`src/rtl/vsn_adc_capture.sv`:
```
// vsn_adc_capture
// Captures qualified ADC samples from the cable side into a small FIFO and
// streams them out as an AXI4-Stream manager. A three-state controller
// (IDLE / RUN / DRAIN) gates capture, and samples that find the FIFO full
// are dropped and counted in a saturating 16-bit overflow counter.
//
// Optional feature: define VSN_CAPTURE_TLAST_EN to store a tlast bit with
// every accepted sample, set on every FRAME_LEN-th accepted write. Without
// the macro, m_tlast is tied to 0 and no frame counter or tlast storage is
// built.
//
// Buffer organisation: the sample array is written at the write pointer and
// read through a registered port addressed by the *next* read pointer. A
// write-through bypass covers the case where the slot being written is the
// one that becomes the head. The result is one-cycle write-to-output latency
// on an empty FIFO and a head word that stays stable while the sink stalls.
module vsn_adc_capture #(
  parameter int DATA_WIDTH = 128,
  parameter int FIFO_DEPTH = 16,
  parameter int FRAME_LEN  = 256
) (
  input  logic                  aclk,
  input  logic                  aresetn,
  input  logic                  enable,
  input  logic [DATA_WIDTH-1:0] sample_in,
  input  logic                  sample_valid,
  output logic [DATA_WIDTH-1:0] m_tdata,
  output logic                  m_tvalid,
  input  logic                  m_tready,
  output logic                  m_tlast,
  output logic                  busy,
  output logic [15:0]           overflow_count
);

  localparam int AW = $clog2(FIFO_DEPTH);
  localparam int PW = AW + 1;

  // Reject unusable configurations at elaboration time.
  generate
    if (FIFO_DEPTH < 4 || (FIFO_DEPTH & (FIFO_DEPTH - 1)) != 0) begin : g_bad_depth
      $error("vsn_adc_capture: FIFO_DEPTH must be a power of 2 and at least 4");
    end
    if (FRAME_LEN < 1) begin : g_bad_frame
      $error("vsn_adc_capture: FRAME_LEN must be at least 1");
    end
  endgenerate

  typedef enum logic [1:0] {
    IDLE  = 2'd0,
    RUN   = 2'd1,
    DRAIN = 2'd2
  } state_t;

  state_t state_reg;
  state_t state_next;

  // Pointers carry one extra wrap bit so that full and empty are distinct.
  logic [PW-1:0] wr_ptr_reg;
  logic [PW-1:0] rd_ptr_reg;
  logic [PW-1:0] wr_ptr_next;
  logic [PW-1:0] rd_ptr_next;

  logic [DATA_WIDTH-1:0] mem [FIFO_DEPTH];
  logic [DATA_WIDTH-1:0] data_reg;

  logic [15:0] overflow_reg;

  logic fifo_empty;
  logic fifo_full;
  logic pop;
  logic push_req;
  logic push;
  logic drop;
  logic run_entry;
  logic head_bypass;

  assign fifo_empty  = (wr_ptr_reg == rd_ptr_reg);
  assign fifo_full   = (wr_ptr_reg[AW-1:0] == rd_ptr_reg[AW-1:0]) &&
                       (wr_ptr_reg[AW] != rd_ptr_reg[AW]);

  assign m_tvalid    = ~fifo_empty;
  assign pop         = m_tvalid & m_tready;

  // Samples are only offered while RUN is the registered state, so the
  // cycle that carries the IDLE->RUN edge never writes.
  assign push_req    = (state_reg == RUN) & sample_valid;
  // A full FIFO still takes the sample when the head leaves in the same cycle.
  assign push        = push_req & (~fifo_full | pop);
  assign drop        = push_req & ~push;
  assign run_entry   = (state_reg == IDLE) & enable;

  assign wr_ptr_next = wr_ptr_reg + PW'(push);
  assign rd_ptr_next = rd_ptr_reg + PW'(pop);

  // The incoming sample becomes the head when the slot it lands in is the
  // slot the read side will point at after this edge.
  assign head_bypass = push & (wr_ptr_reg == rd_ptr_next);

  assign m_tdata        = data_reg;
  assign busy           = (state_reg != IDLE);
  assign overflow_count = overflow_reg;

  // Controller state register.
  always_ff @(posedge aclk or negedge aresetn) begin
    if (!aresetn) begin
      state_reg <= IDLE;
    end else begin
      state_reg <= state_next;
    end
  end

  // Next-state logic; a re-request during DRAIN takes priority over going idle.
  always_comb begin
    state_next = state_reg;
    case (state_reg)
      IDLE: begin
        if (enable) begin
          state_next = RUN;
        end
      end
      RUN: begin
        if (!enable) begin
          state_next = DRAIN;
        end
      end
      DRAIN: begin
        if (enable) begin
          state_next = RUN;
        end else if (fifo_empty) begin
          state_next = IDLE;
        end
      end
      default: begin
        state_next = IDLE;
      end
    endcase
  end

  // FIFO pointers; reset empties the buffer so no stale beats survive.
  always_ff @(posedge aclk or negedge aresetn) begin
    if (!aresetn) begin
      wr_ptr_reg <= '0;
      rd_ptr_reg <= '0;
    end else begin
      wr_ptr_reg <= wr_ptr_next;
      rd_ptr_reg <= rd_ptr_next;
    end
  end

  // Sample storage write port.
  always_ff @(posedge aclk) begin
    if (push) begin
      mem[wr_ptr_reg[AW-1:0]] <= sample_in;
    end
  end

  // Registered read of the head word, with write-through for a new head.
  always_ff @(posedge aclk) begin
    if (head_bypass) begin
      data_reg <= sample_in;
    end else begin
      data_reg <= mem[rd_ptr_next[AW-1:0]];
    end
  end

  // Dropped-sample counter: cleared on each fresh capture, saturates at max.
  always_ff @(posedge aclk or negedge aresetn) begin
    if (!aresetn) begin
      overflow_reg <= '0;
    end else if (run_entry) begin
      overflow_reg <= '0;
    end else if (drop && (overflow_reg != 16'hFFFF)) begin
      overflow_reg <= overflow_reg + 16'd1;
    end
  end

`ifdef VSN_CAPTURE_TLAST_EN
  localparam int FW = (FRAME_LEN > 1) ? $clog2(FRAME_LEN) : 1;

  logic [FW-1:0] frame_cnt_reg;
  logic          last_mem [FIFO_DEPTH];
  logic          last_reg;
  logic          last_in;

  // The FRAME_LEN-th accepted write of a frame carries the end marker.
  assign last_in = (frame_cnt_reg == FW'(FRAME_LEN - 1));

  // Frame position, advanced only by accepted writes.
  always_ff @(posedge aclk or negedge aresetn) begin
    if (!aresetn) begin
      frame_cnt_reg <= '0;
    end else if (run_entry) begin
      frame_cnt_reg <= '0;
    end else if (push) begin
      if (last_in) begin
        frame_cnt_reg <= '0;
      end else begin
        frame_cnt_reg <= frame_cnt_reg + FW'(1);
      end
    end
  end

  // tlast storage alongside each sample.
  always_ff @(posedge aclk) begin
    if (push) begin
      last_mem[wr_ptr_reg[AW-1:0]] <= last_in;
    end
  end

  // Registered read of the head tlast bit, same bypass as the data.
  always_ff @(posedge aclk) begin
    if (head_bypass) begin
      last_reg <= last_in;
    end else begin
      last_reg <= last_mem[rd_ptr_next[AW-1:0]];
    end
  end

  // Qualify with valid so tlast is low whenever nothing is presented.
  assign m_tlast = last_reg & m_tvalid;
`else
  assign m_tlast = 1'b0;
`endif

endmodule

```
`config.mk`:
```
export PLATFORM = sky130hd
export DESIGN_NAME = vsn_adc_capture
export DESIGN_NICKNAME = d
export VERILOG_FILES = /design/src/rtl/vsn_adc_capture.sv
export SDC_FILE = /design/constraint.sdc
export NUM_CORES = 2
export LEC_CHECK = 0
export ABC_AREA = 1
export ABC_CLOCK_PERIOD_IN_PS = 8800
export BUFFER_PORTS_ARGS = -buffer_cell sky130_fd_sc_hd__buf_2
export CORE_ASPECT_RATIO = 1.1
export CORE_MARGIN = 4
export CORE_UTILIZATION = 40
export DETAILED_ROUTE_END_ITERATION = 10
export SETUP_SLACK_MARGIN = 0.05
export SLEW_MARGIN = 20
export SYNTH_ARGS = -nofsm -noshare
export SYNTH_HDL_FRONTEND = slang
export SYNTH_SLANG_ARGS = --single-unit
```
`constraint.sdc`:
```
create_clock -name aclk -period 8.8 [get_ports aclk]
set_input_delay 1.32 -clock aclk [delete_from_list [all_inputs] [get_ports aclk]]
set_output_delay 1.32 -clock aclk [all_outputs]
set_load 0.01 [all_outputs]
```
==> results_dict.tcl <==
set metrics [dict create \
    status "finished clean" \
    drcViolationCount 0 \
    start_kind "register" \
    ios 280 \
    cts_htree_levels 4 \
    path_max_fanout 170 \
    dieArea_um2 227000 \
    hold_path_class "input pin to asynchronous set/reset pin" \
    tightest_slew_ps 1150 \
    io_buffers 278 \
    gp_congestion 0.771 \
    synth_cell_types 30 \
    yosys_warnings 0 \
    min_period_over_period_pct 62.4 \
    hpwlAfterDp_um 114000 \
    synth-simple-area-share_pct 23.1 \
    rows 179 \
    clk_latency_ps 860 \
    crit_type "register to register" \
    synth_xor_area_share_pct 0.100 \
    die_h_um 499 \
    core_area_um2 217000 \
    grt_start_max_net_pins 196 \
    netlist_area_um2 87600 \
    cp-end-kind "register" \
    timing.slew.headroom_pct 23.1 \
    ant_nets 0 \
    drt_iter0_markers 6057 \
    largest_register_ffs 2048 \
    cp_data_required_time_ps 9600 \
    syn_nets 7684 \
    fin_total_pwr_mw 36.9 \
    r2r_setup_slack_ps 3310 \
    vias 57800 \
    die_w_um 454 \
    drive_gt1_share_pct 9.16 \
    ctsHoldBuffers 0 \
    ys_seq_area_share_pct 73.9 \
    switching_share_pct 40.7 \
    synth_cells 7546 \
    hold_viol_final 0 \
    leakage_nw 36.8 \
    viasPerCell 5.37 \
    synth_compound_gate_area_share_pct 0.0457 \
    rsz0062_at_grt "no" \
    antenna_found_initial 38 \
    fillers 19500 \
    synth_top_family_by_area "simple AND/OR/NAND/NOR gates" \
    syn_to_final_growth_pct 13.1 \
    p_sw_mw 15.0 \
    muxShareOfSynthArea_pct 0 \
    dr.pass1.iters 6 \
    wl_per_cell_um 23.0 \
    clock_power_share_pct 26.2 \
    grt_pass1_vias 56000 \
    grt-ovfl-total 0 \
    cts_resized 0 \
    cts_buffers 222 \
    finalSetupViolations 0 \
    crit_arrival_ps 6290 \
    wirelength_um 247000 \
    grt_use_total_pct 21.5 \
    max_cap_viol_count 0 \
    grt_pass1_wl_um 367000 \
    period_needed_ps 5490 \
    cts-root-buf "clkbuf_16" \
    finalMaxSlewViolations 0 \
    fmax_mhz 182 \
    clock-skew-final_ps 52.3 \
    whs_ps 474 \
    share_comb_of_total_power_pct 39.7 \
    postSynthAreaPerCell_um2 11.6 \
    internal_power_mw 21.9 \
    clock_sinks 2204 \
    yosys.area_share.adder_pct 0.0714 \
    power_density_nw_per_um2 372 \
    cts_setup_buffers 0 \
    clkTransAtPathRegs_ps 60 \
    finalNetCount 7801 \
    clockBufferDepth 3 \
    synth_seq_cells 2204 \
    p_seq_share_pct 34.1 \
    tns_ps 0 \
    start_util_pct 40.4 \
    cts_tree "yes" \
    irDropWorstVdd_mv 0.526 \
]
cell families (layout without fill, tap and decap cells):
family / count (synthesis) / after routing
AND/OR/NAND/NOR: 4802 / 4802
flip-flops: 2204 / 2204
buffers and inverters: 518 / 830
XOR/XNOR: 10 / 10
AO/OA/AOI/OAI: 6 / 6
adder cells (fa/ha/maj): 5 / 5
other: 1 / 9
final cells by class:
cell class | count | area, um2 | area share (%)
sequential | 2204 | 64800 | 65.4
multi-input combinational | 4824 | 20600 | 20.8
clock buffer | 302 | 6090 | 6.15
tap | 2896 | 3620 | 3.66
timing repair buffer | 365 | 2300 | 2.32
clock inverter | 117 | 1400 | 1.41
inverter | 46 | 216 | 0.219
antenna | 8 | 20.0 | 0.0202
through the flow:
stage	cell area (um2)	cells	setup WS (ps)	utilization (%)
6_report	99000	10800	3310	45.6
5_1_grt	99000	10800	2810	45.6
4_1_cts	99000	10800	3360	45.6
3_5_place_dp	91500	10300	3100	42.2
3_3_place_gp	91500	10300	3120	42.2
2_1_floorplan	87600	7546	701	-
placed cells by master (no fill, tap or decap), drive strengths merged:
master,instances
o21ai,1
nor2,47
nand4,16
clkinv,74
a21boi,1
dfxtp,128
conb,1
bufinv,25
clkinvlp,10
nor3,1
o211ai,1
buf,365
o21bai,2
nand3,1709
ha,5
xor2,10
inv,54
dfrtp,28
clkbuf,302
edfxtp,2048
nand2,3029
diode,8
a21oi,1
routing by layer:
metal,GRT usage (%),share of wire [%]
met5,0,0.051
met4,5.72,2.4
met3,3.28,7.5
met2,34.7,47
met1,30.3,43
power groups by stage:
stage	registers, mW	clock network (mW)	logic [mW]
finish	12.6	9.65	14.6
global route	12.6	10.3	16.4
CTS	12.6	9.81	14.7
detailed placement	12.8	0	14.7
global placement	12.8	0	14.6
floorplan	12.8	0	9.97
synth_stat cells:
library cell,number,share of area (%)
a21boi_0,1,0.0086
a21oi_1,1,0.0057
buf_1,51,0.22
buf_2,219,1.3
buf_4,40,0.34
buf_6,1,0.013
buf_8,1,0.017
clkbuf_1,160,0.69
clkinv_1,1,0.0043
conb_1,1,0.0043
dfrtp_1,28,0.80
dfxtp_1,128,2.9
edfxtp_1,2048,70
ha_1,5,0.071
inv_1,38,0.16
inv_2,6,0.026
inv_4,1,0.0071
nand2_1,3028,13
nand2_2,1,0.0071
nand3_1,1707,9.8
nand3_2,2,0.023
nand4_1,15,0.11
nand4_2,1,0.014
nor2_1,44,0.19
nor2_2,3,0.021
nor3_1,1,0.0057
o211ai_1,1,0.0086
o21ai_0,1,0.0057
o21bai_1,2,0.017
xor2_1,10,0.10
worst max-delay path, cell delays in order, from the launching register on:
cell and delay [ps]:
dfrtp_1 510, inv_2 90, nand2_1 70, nand2_1 80
nor2_1 160, nand3_1 180, nand2_1 110, inv_1 70
ha_4 650, buf_12 670, buf_4 920, buf_4 880
nand2_1 110, nand3_1 130, nand3_1 100, nand2_1 130
nand2_1 70, nand2_1 110, nand2_1 60, nand2_1 100
path summary, 6_finish.rpt:
path	startpoint	to	depth (start not counted)
min in group aclk	state_reg[1]	state_reg[0]	1
worst min-delay path	aresetn	overflow_count[6]	1
worst max register to register	wr_ptr_reg[1]	m_tdata[49]	19
worst min register to register	state_reg[1]	state_reg[0]	1
max in group asynchronous	aresetn	overflow_count[1]	1
worst max-delay path	wr_ptr_reg[1]	m_tdata[49]	19
Note: power is estimated with default switching activity, not from simulation.
